## config.mk

```make
export PLATFORM = sky130hd
export DESIGN_NAME = uart_tx
export DESIGN_NICKNAME = d
export VERILOG_FILES = /design/src/rtl/uart_pkg.sv /design/src/rtl/uart_tx.sv
export SDC_FILE = /design/constraint.sdc
export NUM_CORES = 1
export LEC_CHECK = 0
export ABC_AREA = 0
export BUFFER_PORTS_ARGS = -buffer_cell sky130_fd_sc_hd__buf_2
export CAP_MARGIN = 10
export CORE_MARGIN = 10
export CORE_UTILIZATION = 25
export DETAILED_ROUTE_END_ITERATION = 7
export PLACE_DENSITY_LB_ADDON = 0.2
export SLEW_MARGIN = 0
export SYNTH_ARGS = -nofsm -noshare
export SYNTH_HDL_FRONTEND = slang
export SYNTH_SLANG_ARGS = --single-unit
```

## constraint.sdc

```tcl
create_clock -name clk -period 4.6 [get_ports clk]
set_input_delay 0.46 -clock clk [delete_from_list [all_inputs] [get_ports clk]]
set_output_delay 0.46 -clock clk [all_outputs]
set_load 0.01 [all_outputs]
```

## src/rtl/uart_pkg.sv

```systemverilog
// Shared UART definitions: FSM state encoding, idle line level, legal parameter limits
// and the parity helper, common to uart_tx and the future uart_rx.
package uart_pkg;

    typedef enum logic [2:0] {
        IDLE   = 3'd0,
        SYNC   = 3'd1,
        START  = 3'd2,
        DATA   = 3'd3,
        PARITY = 3'd4,
        STOP   = 3'd5
    } uart_state_t;

    localparam logic LINE_IDLE     = 1'b1;
    localparam int   DATA_BITS_MIN = 5;
    localparam int   DATA_BITS_MAX = 8;
    localparam int   STOP_BITS_MIN = 1;
    localparam int   STOP_BITS_MAX = 2;

    // Even parity is the XOR of the payload; odd parity is its inverse.
    function automatic logic parity_bit(input logic [7:0] data, input logic odd);
        return (^data) ^ odd;
    endfunction

endpackage

```

## src/rtl/uart_tx.sv

```systemverilog
// UART transmitter: start bit, DATA_BITS payload LSB first, optional parity, STOP_BITS stop bits.
// Optional parity bit compiled in with macro UART_TX_PARITY_EN.
module uart_tx
    import uart_pkg::*;
#(
    parameter int DATA_BITS  = 8,
    parameter int STOP_BITS  = 1,
    parameter bit PARITY_ODD = 1'b0
) (
    input  logic                 clk,
    input  logic                 reset,
    input  logic                 baud_tick,
    input  logic [DATA_BITS-1:0] in_data,
    input  logic                 in_valid,
    output logic                 in_ready,
    output logic                 tx,
    output logic                 tx_busy,
    output logic                 tx_done
);

    localparam logic [2:0] LAST_BIT  = 3'(DATA_BITS - 1);
    localparam logic       LAST_STOP = 1'(STOP_BITS - 1);

    uart_state_t          state_r, state_s;
    logic [DATA_BITS-1:0] shift_r, shift_s;
    logic [2:0]           bit_cnt_r, bit_cnt_s;
    logic                 stop_cnt_r, stop_cnt_s;
    logic                 tx_r, tx_s;
    logic                 done_s;
    logic                 tx_done_r;
    logic                 tx_busy_r;
    logic                 in_ready_r;

`ifdef UART_TX_PARITY_EN
    logic                 parity_r, parity_s;
`else
    // PARITY_ODD has no effect when parity is not compiled in.
    if (PARITY_ODD) begin : g_parity_odd_ignored
    end
`endif

    // Next-state, next-line-level and datapath updates; every bit boundary is a sampled baud_tick.
    always_comb begin
        state_s    = state_r;
        shift_s    = shift_r;
        bit_cnt_s  = bit_cnt_r;
        stop_cnt_s = stop_cnt_r;
        tx_s       = tx_r;
        done_s     = 1'b0;
`ifdef UART_TX_PARITY_EN
        parity_s   = parity_r;
`endif
        case (state_r)
            IDLE: begin
                tx_s = LINE_IDLE;
                if (in_valid) begin
                    state_s    = SYNC;
                    shift_s    = in_data;
                    bit_cnt_s  = 3'd0;
                    stop_cnt_s = 1'b0;
`ifdef UART_TX_PARITY_EN
                    parity_s   = parity_bit(8'(in_data), PARITY_ODD);
`endif
                end else begin
                    state_s = IDLE;
                end
            end
            SYNC: begin
                if (baud_tick) begin
                    state_s = START;
                    tx_s    = 1'b0;
                end else begin
                    state_s = SYNC;
                end
            end
            START: begin
                if (baud_tick) begin
                    state_s   = DATA;
                    bit_cnt_s = 3'd0;
                    tx_s      = shift_r[0];
                end else begin
                    state_s = START;
                end
            end
            DATA: begin
                if (baud_tick) begin
                    if (bit_cnt_r == LAST_BIT) begin
`ifdef UART_TX_PARITY_EN
                        state_s    = PARITY;
                        tx_s       = parity_r;
`else
                        state_s    = STOP;
                        tx_s       = LINE_IDLE;
`endif
                        stop_cnt_s = 1'b0;
                    end else begin
                        bit_cnt_s = bit_cnt_r + 3'd1;
                        shift_s   = {1'b0, shift_r[DATA_BITS-1:1]};
                        tx_s      = shift_r[1];
                    end
                end else begin
                    state_s = DATA;
                end
            end
`ifdef UART_TX_PARITY_EN
            PARITY: begin
                if (baud_tick) begin
                    state_s    = STOP;
                    stop_cnt_s = 1'b0;
                    tx_s       = LINE_IDLE;
                end else begin
                    state_s = PARITY;
                end
            end
`endif
            STOP: begin
                tx_s = LINE_IDLE;
                if (baud_tick) begin
                    if (stop_cnt_r == LAST_STOP) begin
                        state_s    = IDLE;
                        stop_cnt_s = 1'b0;
                        done_s     = 1'b1;
                    end else begin
                        stop_cnt_s = stop_cnt_r + 1'b1;
                    end
                end else begin
                    state_s = STOP;
                end
            end
            default: begin
                state_s = IDLE;
                tx_s    = LINE_IDLE;
            end
        endcase
    end

    // State, datapath and registered outputs; reset aborts any frame with the line released high.
    always_ff @(posedge clk or posedge reset) begin
        if (reset) begin
            state_r    <= IDLE;
            shift_r    <= '0;
            bit_cnt_r  <= 3'd0;
            stop_cnt_r <= 1'b0;
            tx_r       <= LINE_IDLE;
            tx_done_r  <= 1'b0;
            tx_busy_r  <= 1'b0;
            in_ready_r <= 1'b1;
`ifdef UART_TX_PARITY_EN
            parity_r   <= 1'b0;
`endif
        end else begin
            state_r    <= state_s;
            shift_r    <= shift_s;
            bit_cnt_r  <= bit_cnt_s;
            stop_cnt_r <= stop_cnt_s;
            tx_r       <= tx_s;
            tx_done_r  <= done_s;
            tx_busy_r  <= (state_s != IDLE);
            in_ready_r <= (state_s == IDLE);
`ifdef UART_TX_PARITY_EN
            parity_r   <= parity_s;
`endif
        end
    end

    assign tx       = tx_r;
    assign tx_done  = tx_done_r;
    assign tx_busy  = tx_busy_r;
    assign in_ready = in_ready_r;

endmodule
```

==> results of run 1 <==
## power breakdown
group / switching [mW] / total, mW / internal (mW)
clock: 0.0486 / 0.110 / 0.0613
sequential: 0.0548 / 0.278 / 0.223
combinational: 0.150 / 0.289 / 0.139
## final cells by class
type | instances | area (um2)
inverter | 6 | 22.5
timing repair buffer | 15 | 75.1
fill | 381 | 2390
clock buffer | 4 | 45.0
multi-input combinational | 59 | 403
tap | 46 | 57.6
sequential | 18 | 453
## cell usage after synthesis
cell type	instances	area, um2
sky130_fd_sc_hd__inv_1	6	22.5
sky130_fd_sc_hd__a21o_1	1	7.51
sky130_fd_sc_hd__nand4b_1	1	8.76
sky130_fd_sc_hd__dfstp_2	2	52.6
sky130_fd_sc_hd__dfrtp_1	16	400
sky130_fd_sc_hd__or3b_4	1	11.3
sky130_fd_sc_hd__and4_1	1	8.76
sky130_fd_sc_hd__o311ai_0	1	8.76
sky130_fd_sc_hd__ha_1	2	25.0
sky130_fd_sc_hd__a21oi_2	3	26.3
sky130_fd_sc_hd__a221oi_1	1	8.76
sky130_fd_sc_hd__nand3_1	3	15.0
sky130_fd_sc_hd__nor2b_1	1	6.26
sky130_fd_sc_hd__buf_6	2	22.5
sky130_fd_sc_hd__a21oi_1	8	40.0
sky130_fd_sc_hd__a32oi_1	1	8.76
sky130_fd_sc_hd__clkbuf_1	2	7.51
sky130_fd_sc_hd__a211oi_1	2	15.0
sky130_fd_sc_hd__and3_1	2	12.5
sky130_fd_sc_hd__nor2_1	14	52.6
sky130_fd_sc_hd__o21ai_0	3	15.0
sky130_fd_sc_hd__nor3_1	1	5.00
sky130_fd_sc_hd__buf_2	1	5.00
sky130_fd_sc_hd__mux2i_1	7	70.1
sky130_fd_sc_hd__nand2_1	2	7.51
sky130_fd_sc_hd__mux2_2	3	33.8
sky130_fd_sc_hd__a21oi_4	1	16.3
## worst max-delay path by stage
| stage | cells past startpoint | slack, ns | end |
|---|---|---|---|
| floorplan | 7 | 3.01 | shift_r[3]$_DFFE_PP0P_ |
| detailed placement | 6 | 2.80 | shift_r[7]$_DFFE_PP0P_ |
| finish | 6 | 2.83 | shift_r[7]$_DFFE_PP0P_ |
| CTS | 6 | 2.80 | shift_r[7]$_DFFE_PP0P_ |
| global placement | 6 | 2.88 | shift_r[7]$_DFFE_PP0P_ |
| global route | 6 | 2.62 | shift_r[7]$_DFFE_PP0P_ |
## critical path: stages, from the launching register on
cell and delay [ns]:
sky130_fd_sc_hd__dfrtp_1 0.39, sky130_fd_sc_hd__ha_1 0.20, sky130_fd_sc_hd__ha_1 0.23, sky130_fd_sc_hd__nand4b_1 0.24
sky130_fd_sc_hd__a21oi_4 0.42, sky130_fd_sc_hd__nand3_1 0.11, sky130_fd_sc_hd__o21ai_0 0.09
## registers in the layout (all words and copies together), names as in the netlist
signal	flops
shift_r	8
bit_cnt_r	3
in_ready	1
tx_busy	1
state_r	3
tx	1
tx_done	1
## per-stage QoR
step	worst slack, ns	hold slack [ns]	area [um2]	power [mW]	instances
finish	2.83	0.302	1060	0.677	148
CTS	2.80	0.343	1060	0.690	148
global route	2.62	0.378	1060	0.748	148
floorplan	3.01	0.397	913	0.532	88
global placement	2.88	0.502	1010	0.571	144
detailed placement	2.80	0.504	1010	0.577	144
## metal layers
layer	track usage, %	vias up	wire length (um)
li1	-	336	-
met1	7.03	307	850
met2	9.00	16	722
met3	3.45	2	153
met4	1.58	0	16
met5	0	-	0
## cells by family after synthesis
logic type | Yosys count | synth area share [%]
simple gates | 26 | 14.0
mux | 10 | 11.4
fa+ha+maj | 2 | 2.74
compound gates | 21 | 16.0
buf+inv | 11 | 6.30
flops | 18 | 49.6
==> run summary, run 1 <==
* status: completed
* number of cells upsized or downsized after cts: 0
* total clock sinks: 18
* Critical Path End Type: register
* grt total ovfl: 0
* hold violation total from the final report: 0
* DRC errors left: 0
* post-synth net total: 102
* number of distinct standard cells referenced by the synthesized netlist: 27
* Data required, critical path: 4.76 ns
* pin count of the biggest net entering global routing: 19
* worst min-delay path category: in2async
* total routing resource utilization after global routing: 5.96%
* Iteration-0 DRC Markers: 34
* Worst setup SP type: register
* portion of the clock cycle consumed by the worst path in the final layout: 38.5%
* hold buffer count at cts: 0
* top library cells by usage in the layout, fill and taps aside: sky130_fd_sc_hd__dfrtp_1, sky130_fd_sc_hd__buf_2, sky130_fd_sc_hd__nor2_1
* remaining antenna violation count: 0
* total standard cell area after synthesis: 913 um2
* initial antenna violation count: 0
* Die W: 80.4 um
* most common cell after layout, fill and taps aside: sky130_fd_sc_hd__dfrtp_1
* max-slew headroom at the worst pin: 55.4%
* PwrDens: 641 nW/um2
* slack of the worst reg-to-reg path: 2.83 ns
* part of the Yosys area used for sequential elements: 49.6%
* initial standard-cell utilization of the core: 26.5%
* Layout Utilization: 30.7%
* launch point of the worst path: bit_cnt_r[0]$_DFFE_PP0P_
* number of diodes: 0
* height of the die: 80.4 um
* number of placement rows: 21
* number of buffers inserted during clock tree synthesis: 3
* Synth warnings: 0
* Routed wire per std cell: 11.8 um
* logic depth of the worst register-to-register path: 6
* post-synthesis sequential element count: 18
* DR pass1 iterations: 2
* root buf cell: sky130_fd_sc_hd__clkbuf_8
* first-pass GRT wire length: 3060 um
* setup violation total in the final timing report: 0
* fmax: 0.564 GHz
* final clock skew: 0.000477 ns
* clock-pin transition on the worst setup and hold timing paths: 0.06 ns
* actual transition at the worst max-transition pin: 0.668 ns
* number of pins with negative max-slew slack in the final report: 0
* Critical R2R Capture: shift_r[7]$_DFFE_PP0P_
* clock latency of the later-clocked register in the worst-skew pair: 0.25 ns
* TritonCTS clock tree: yes
* htree depth: 1
* Net count, final: 117
* Setup CP Type: reg2reg
* vias per inst: 4.47
* Die ar.: 6470 um2
* vias in the first global route: 682
* proportion of layout cells with a drive suffix above 1: 27.5%
* WL final: 1740 um
* maximum clock insertion buffer count: 2
* unrepaired setup endpoints after global routing: no
* Detailed Place HPWL: 1310 um
* Port-buffer cells: 15
* Core ar.: 3440 um2
* maximum fanout encountered on the critical timing path: 16
* Max rail drop VDD: 270 uV
* cell leakage power: 0.464 nW
* post-CTS repair timing setup buffer count: 0
* final RePlAce weighted congestion: 0.727
* routed vias: 661
* Max-Cap Viols: 0
* synthesized instance count: 88
* setup tns final: 0 ns
* mean instance size in the synthesized netlist: 10.4 um2
* time the final worst path needs with I/O delays and setup: 1.77 ns
* CP arrival: 1.94 ns
* origin of the critical flop-to-flop path: bit_cnt_r[0]$_DFFE_PP0P_
* number of ports placed on the die boundary: 16
* Area Growth Syn to Fin: 15.6%
Note: power is estimated with default switching activity, not from simulation.
==> run 2, diff against run 1 <==
--- a/config.mk
+++ b/config.mk
@@ -5,7 +5,7 @@
 export SDC_FILE = /design/constraint.sdc
 export NUM_CORES = 1
 export LEC_CHECK = 0
-export ABC_AREA = 0
+export ABC_AREA = 1
 export BUFFER_PORTS_ARGS = -buffer_cell sky130_fd_sc_hd__buf_2
 export CAP_MARGIN = 10
 export CORE_MARGIN = 10
==> constraint.sdc (replaced) <==
create_clock -name clk -period 1.75 [get_ports clk]
set_input_delay 0.175 -clock clk [delete_from_list [all_inputs] [get_ports clk]]
set_output_delay 0.175 -clock clk [all_outputs]
set_load 0.01 [all_outputs]
==> run 2 against run 1 <==
  * Setup slack got worse by 2.6 ns
  * Critical path type unchanged
  * Count of clock-buffer cells in the layout is the same
  * Largest cell class is now multi-input gates
  * Worst hold slack got worse by 0.29 ns
  * Via count is 39% higher
  * Clock power grew to 3.2 times the previous value
==> run summary, run 2 <==
* vias in the first global route: 866
* count of flip-flops with a built-in enable after synthesis: 0
* leading post-synthesis cells by cell area: sky130_fd_sc_hd__dfrtp_1, sky130_fd_sc_hd__nand2_1, sky130_fd_sc_hd__nand3_1, sky130_fd_sc_hd__dfstp_2, sky130_fd_sc_hd__inv_1
* part of the Yosys area used for sequential elements: 44.0%
* hold violation total from the final report: 0
* Cell Area, Placed: 1160 um2
* first-pass GRT wire length: 3970 um
* DR pass1 iterations: 4
* cell leakage power: 0.668 nW
* remaining antenna violation count: 0
* WL final: 2350 um
* initial standard-cell utilization of the core: 25.7%
* unrepaired setup endpoints after global routing: no
* total clock sinks: 18
* most frequent cell after synthesis: sky130_fd_sc_hd__nand2_1
* clock latency of the later-clocked register in the worst-skew pair: 0.26 ns
* DRC errors left: 0
* Setup CP Type: reg2reg
* time the final worst path needs with I/O delays and setup: 1.52 ns
* Net count, final: 170
* number of diodes: 0
* Worst setup SP type: register
* number of cells upsized or downsized after cts: 0
* mean instance size in the synthesized netlist: 7.52 um2
* portion of the clock cycle consumed by the worst path in the final layout: 86.6%
* hold buffer count at cts: 0
* origin of the critical flop-to-flop path: bit_cnt_r[0]$_DFFE_PP0P_
* fmax: 0.660 GHz
* clock-pin transition on the worst setup and hold timing paths: 0.07 ns
* number of distinct standard cells referenced by the synthesized netlist: 22
* Max-Cap Viols: 0
* Seq. cell area: 453 um2
* Data required, critical path: 1.90 ns
* predominant post-synthesis flop cell: sky130_fd_sc_hd__dfrtp_1
* total routing resource utilization after global routing: 6.67%
* proportion of layout cells with a drive suffix above 1: 21.9%
* actual transition at the worst max-transition pin: 0.706 ns
* launch point of the worst path: bit_cnt_r[0]$_DFFE_PP0P_
* max-slew headroom at the worst pin: 52.9%
* Die W: 84.2 um
* final RePlAce weighted congestion: 0.887
* multi-input combinational cell area: 494 um2
* setup violation total in the final timing report: 0
* vias per inst: 4.47
* Iteration-0 DRC Markers: 37
* post-synth net total: 151
* total standard cell area after synthesis: 1030 um2
* Area Growth Syn to Fin: 17.6%
* worst min-delay path category: in2async
* number of ports placed on the die boundary: 16
* number of buffers inserted during clock tree synthesis: 3
* Finished Layout Cells: 205
* Critical Path End Type: register
* htree depth: 1
* CP arrival: 1.67 ns
* share of the synthesized area in the top cell type: 38.9%
* fill cell total of the finished layout: 432
* largest registers ranked by flip-flop count: shift_r (8), bit_cnt_r (3), state_r (3)
* TritonCTS clock tree: yes
* top library cells by usage in the layout, fill and taps aside: sky130_fd_sc_hd__nand2_1, sky130_fd_sc_hd__nand3_1, sky130_fd_sc_hd__dfrtp_1
* Synth warnings: 0
* post-CTS repair timing setup buffer count: 0
* height of the die: 84.2 um
* grt total ovfl: 0
* Synth top cells by count: sky130_fd_sc_hd__nand2_1, sky130_fd_sc_hd__nand3_1, sky130_fd_sc_hd__dfrtp_1
* routed vias: 917
* biggest area consumer among synthesized cells: sky130_fd_sc_hd__dfrtp_1
* maximum clock insertion buffer count: 2
* Die ar.: 7090 um2
* post-synthesis sequential element count: 18
* Routed wire per std cell: 11.5 um
* final clock skew: 0.00690 ns
* total instance count after detailed placement: 201
* setup tns final: 0 ns
* root buf cell: sky130_fd_sc_hd__clkbuf_8
* flip-flop count of the largest register after layout: 8
* pin count of the biggest net entering global routing: 19
* Biggest register: shift_r
* number of placement rows: 23
* status: completed
* synthesized instance count: 137
* PwrDens: 1700 nW/um2
* Port-buffer cells: 15
* asr flop ratio synth: 100%
* Detailed Place HPWL: 1760 um
* maximum fanout encountered on the critical timing path: 4
* summed area of non-filler cells in the final layout: 1210 um2
* most common cell after layout, fill and taps aside: sky130_fd_sc_hd__nand2_1
* initial antenna violation count: 0
* number of pins with negative max-slew slack in the final report: 0
* Core ar.: 4000 um2
* Max rail drop VDD: 415 uV
[run 2: changes by cell type in the layout (fill, tap and decap cells not counted), moves of 4 or more]
cell                      before  now
sky130_fd_sc_hd__nor2_1       14   10
sky130_fd_sc_hd__nand2_1       2   52
sky130_fd_sc_hd__mux2i_1       7    0
sky130_fd_sc_hd__nand3_1       3   17
sky130_fd_sc_hd__inv_1         6   11
sky130_fd_sc_hd__a21oi_1       8    2
sky130_fd_sc_hd__nand2_2       0    4
[run 2: path summary, 6_finish.rpt]
path                                       endpoint  slack (ns)  depth (start not counted)
min reg2reg                  shift_r[5]$_DFFE_PP0P_        0.48                          2
min in group clk                     tx$_DFFE_PP1P_        0.18                          3
max in group asynchronous      state_r[2]$_DFF_PP0_        1.28                          2
min                          shift_r[2]$_DFFE_PP0P_        0.02                          2
max reg2reg                bit_cnt_r[2]$_DFFE_PP0P_        0.23                          6
max                        bit_cnt_r[2]$_DFFE_PP0P_        0.23                          6
[run 2: final cells by class]
class,instances,area share (%)
well taps,50,5.17
clock buffers,4,4.55
inverters,13,4.03
repair buffers,18,8.06
multi-input cells,102,40.8
flip-flops and latches,18,37.4
[run 2: routing by layer]
| layer | up-vias | global-route usage [%] | share of wire, % |
|---|---|---|---|
| li1 | 468 | - | - |
| met1 | 411 | 8.32 | 48 |
| met2 | 33 | 9.61 | 42 |
| met3 | 5 | 3.19 | 8.4 |
| met4 | 0 | 2.59 | 1.3 |
| met5 | - | 0 | 0 |
[run 2: cell families (layout without fill, tap and decap cells)]
| logic type | Yosys count | count (layout) | share of synthesized area, % |
|---|---|---|---|
| DFF | 18 | 18 | 44.0 |
| adders and majority gates | 2 | 2 | 2.43 |
| buffers and inverters | 17 | 35 | 8.02 |
| AOI/OAI and AO/OA | 11 | 11 | 7.53 |
| and+or+nand+nor | 89 | 89 | 38.0 |
[run 2: critical path, stage by stage, from the launching register on]
cell and delay [ns]:
sky130_fd_sc_hd__dfrtp_1 0.40, sky130_fd_sc_hd__ha_1 0.20, sky130_fd_sc_hd__ha_1 0.25, sky130_fd_sc_hd__nand4_1 0.16, sky130_fd_sc_hd__nand3_1 0.15, sky130_fd_sc_hd__o21bai_1 0.17, sky130_fd_sc_hd__nand2_1 0.07
[run 2: where the power goes]
group	switching, mW	internal [mW]	leakage (nW)
registers	0.123	0.596	0.223
logic	0.624	0.369	0.416
clock network	0.149	0.200	0.0288
total	0.896	1.17	0.668
[run 2: through the flow]
step | setup WS, ns | hold WS (ns) | power (mW) | util (%)
after detailed placement | 0.257 | 0.336 | 1.73 | 28.9
after global placement | 0.286 | 0.341 | 1.74 | 28.9
after floorplan | 0.361 | 0.112 | 1.50 | -
after CTS | 0.242 | 0.0472 | 2.10 | 30.3
final | 0.234 | 0.0164 | 2.06 | 30.3
after global routing | 0.105 | 0.0948 | 2.27 | 30.3
==> run 3, diff against run 2 <==
--- a/config.mk
+++ b/config.mk
@@ -8,8 +8,10 @@
 export ABC_AREA = 1
 export BUFFER_PORTS_ARGS = -buffer_cell sky130_fd_sc_hd__buf_2
 export CAP_MARGIN = 10
+export CELL_PAD_IN_SITES_DETAIL_PLACEMENT = 1
+export CELL_PAD_IN_SITES_GLOBAL_PLACEMENT = 2
 export CORE_MARGIN = 10
-export CORE_UTILIZATION = 25
+export CORE_UTILIZATION = 31
 export DETAILED_ROUTE_END_ITERATION = 7
 export PLACE_DENSITY_LB_ADDON = 0.2
 export SLEW_MARGIN = 0
==> constraint.sdc (replaced) <==
create_clock -name clk -period 1.4 [get_ports clk]
set_input_delay 0.14 -clock clk [delete_from_list [all_inputs] [get_ports clk]]
set_output_delay 0.14 -clock clk [all_outputs]
set_load 0.01 [all_outputs]
==> run 3 against run 2 <==
  * The flow now finishes with violations (negative setup slack)
  * Final area increased by 13%
  * First-iteration DRC count increased by 110%
  * Die area decreased by 15%
  * Sequential power increased by 24%
  * Count of clock-buffer cells in the layout decreased by 1
  * Sequential cell count unchanged
  * Sequential share of layout area decreased by 4.0 points
  * Core utilization increased by 13 points
==> run summary, run 3 (same netlist as run 2, synthesis figures left out) <==
* vias per inst: 4.71
* fill cell total of the finished layout: 408
* maximum clock insertion buffer count: 2
* violated checks: negative setup slack
* hold violation total from the final report: 0
* PwrDens: 2100 nW/um2
* Area Growth Syn to Fin: 32.4%
* Cell Area, Placed: 1250 um2
* Port-buffer cells: 15
* pin count of the biggest net entering global routing: 19
* Die W: 77.6 um
* time the final worst path needs with I/O delays and setup: 1.40 ns
* height of the die: 77.6 um
* first-pass GRT wire length: 5020 um
* routed vias: 1003
* total routing resource utilization after global routing: 10.1%
* unrepaired setup endpoints after global routing: yes
* Routed wire per std cell: 13.8 um
* clock-pin transition on the worst setup and hold timing paths: 0.10 ns
* proportion of layout cells with a drive suffix above 1: 33.1%
* DR pass1 iterations: 4
* Max-Cap Viols: 0
* number of ports placed on the die boundary: 16
* total clock sinks: 18
* Finished Layout Cells: 213
* remaining antenna violation count: 0
* Max rail drop VDD: 649 uV
* top library cells by usage in the layout, fill and taps aside: sky130_fd_sc_hd__nand2_1, sky130_fd_sc_hd__nand3_1, sky130_fd_sc_hd__buf_2
* root buf cell: sky130_fd_sc_hd__clkbuf_4
* initial antenna violation count: 0
* initial standard-cell utilization of the core: 32.9%
* Setup CP Type: reg2reg
* status: finished, violations left
* summed area of non-filler cells in the final layout: 1360 um2
* htree depth: 1
* Layout Utilization: 43.6%
* largest registers ranked by flip-flop count: shift_r (8), bit_cnt_r (3), state_r (3)
* final RePlAce weighted congestion: 0.852
* TritonCTS clock tree: yes
* Data required, critical path: 1.59 ns
* cell leakage power: 0.742 nW
* Die ar.: 6030 um2
* Worst setup SP type: register
* DRC errors left: 0
* number of buffers inserted during clock tree synthesis: 3
* maximum fanout encountered on the critical timing path: 4
* fmax: 0.712 GHz
* worst min-delay path category: in2reg
* number of diodes: 0
* total instance count after detailed placement: 207
* flip-flop count of the largest register after layout: 8
* vias in the first global route: 1101
* most common cell after layout, fill and taps aside: sky130_fd_sc_hd__nand2_1
* setup tns final: -0.00444 ns
* Critical Path End Type: register
* WL final: 2940 um
* Biggest register: shift_r
* number of pins with negative max-slew slack in the final report: 0
* max-slew headroom at the worst pin: 79.4%
* clock latency of the later-clocked register in the worst-skew pair: 0.29 ns
* actual transition at the worst max-transition pin: 0.307 ns
* grt total ovfl: 0
* Iteration-0 DRC Markers: 77
* final clock skew: 0.00260 ns
* CP arrival: 1.60 ns
* Net count, final: 185
* setup ws final: -0.00444 ns
* portion of the clock cycle consumed by the worst path in the final layout: 100%
* Detailed Place HPWL: 2180 um
* Setup WS pre-CTS: -0.109 ns
* Core ar.: 3130 um2
* number of placement rows: 20
* setup violation total in the final timing report: 1
run 3: changes by cell type in the layout (fill, tap and decap cells not counted), sizes merged:
cell / previous run / this run
dlygate4sd3: 0 / 1
buf: 18 / 32
clkbuf: 4 / 3
run 3: timing repair:
item,in CTS,in global routing
hold buffers,1,0
pin swaps,1,5
setup endpoints to repair,13,14
resized for setup,6,13
cloned,0,0
buffers inserted,1,1
hold endpoints to repair,16,0
run 3: path summary, 6_finish.rpt:
check	from	end	slack, ns	cells after the start
worst max register to register	bit_cnt_r[0]$_DFFE_PP0P_	bit_cnt_r[0]$_DFFE_PP0P_	-0.004	6
max in group asynchronous	reset	tx$_DFFE_PP1P_	0.72	4
min in group asynchronous	reset	shift_r[3]$_DFFE_PP0P_	0.41	4
worst max-delay path	bit_cnt_r[0]$_DFFE_PP0P_	bit_cnt_r[0]$_DFFE_PP0P_	-0.004	6
worst min-delay path	baud_tick	tx$_DFFE_PP1P_	0.1	3
worst min register to register	shift_r[6]$_DFFE_PP0P_	shift_r[6]$_DFFE_PP0P_	0.48	2
run 3: per-layer routing:
layer	vias to the layer above	GRT usage (%)	part of all wire, %
met5	-	0	0
met2	15	18.6	53
met1	484	10.6	41
li1	500	-	-
met3	4	2.88	4.5
met4	0	3.65	0.92
run 3: cell type report:
| cell class | count | area (um2) | area share, % |
|---|---|---|---|
| multi-input combinational | 102 | 544 | 39.9 |
| clock buffer | 3 | 22.5 | 1.65 |
| tap | 44 | 55.1 | 4.04 |
| sequential | 18 | 455 | 33.4 |
| timing repair buffer | 33 | 233 | 17.1 |
| inverter | 13 | 53.8 | 3.94 |
run 3: where the power goes:
part	leakage (nW)	internal [mW]	total [mW]	switching, mW
Sequential	0.221	0.750	0.893	0.143
Clock	0.0138	0.100	0.268	0.168
Combinational	0.507	0.731	1.70	0.972
Total	0.742	1.58	2.86	1.28
run 3: stage by stage:
step                hold WS [ns]  total power, mW
floorplan                 0.0771             1.88
global route              0.0933             3.15
finish                    0.0970             2.86
CTS                       0.0946             2.77
detailed placement         0.179             2.46
global placement           0.172             2.39
run 3: critical path, cell delays in order, from the launching register on:
cell	delay (ns)
sky130_fd_sc_hd__dfrtp_1	0.41
sky130_fd_sc_hd__ha_2	0.21
sky130_fd_sc_hd__ha_4	0.18
sky130_fd_sc_hd__nand4_1	0.16
sky130_fd_sc_hd__nand3_2	0.12
sky130_fd_sc_hd__o21bai_1	0.17
sky130_fd_sc_hd__nand2_1	0.06
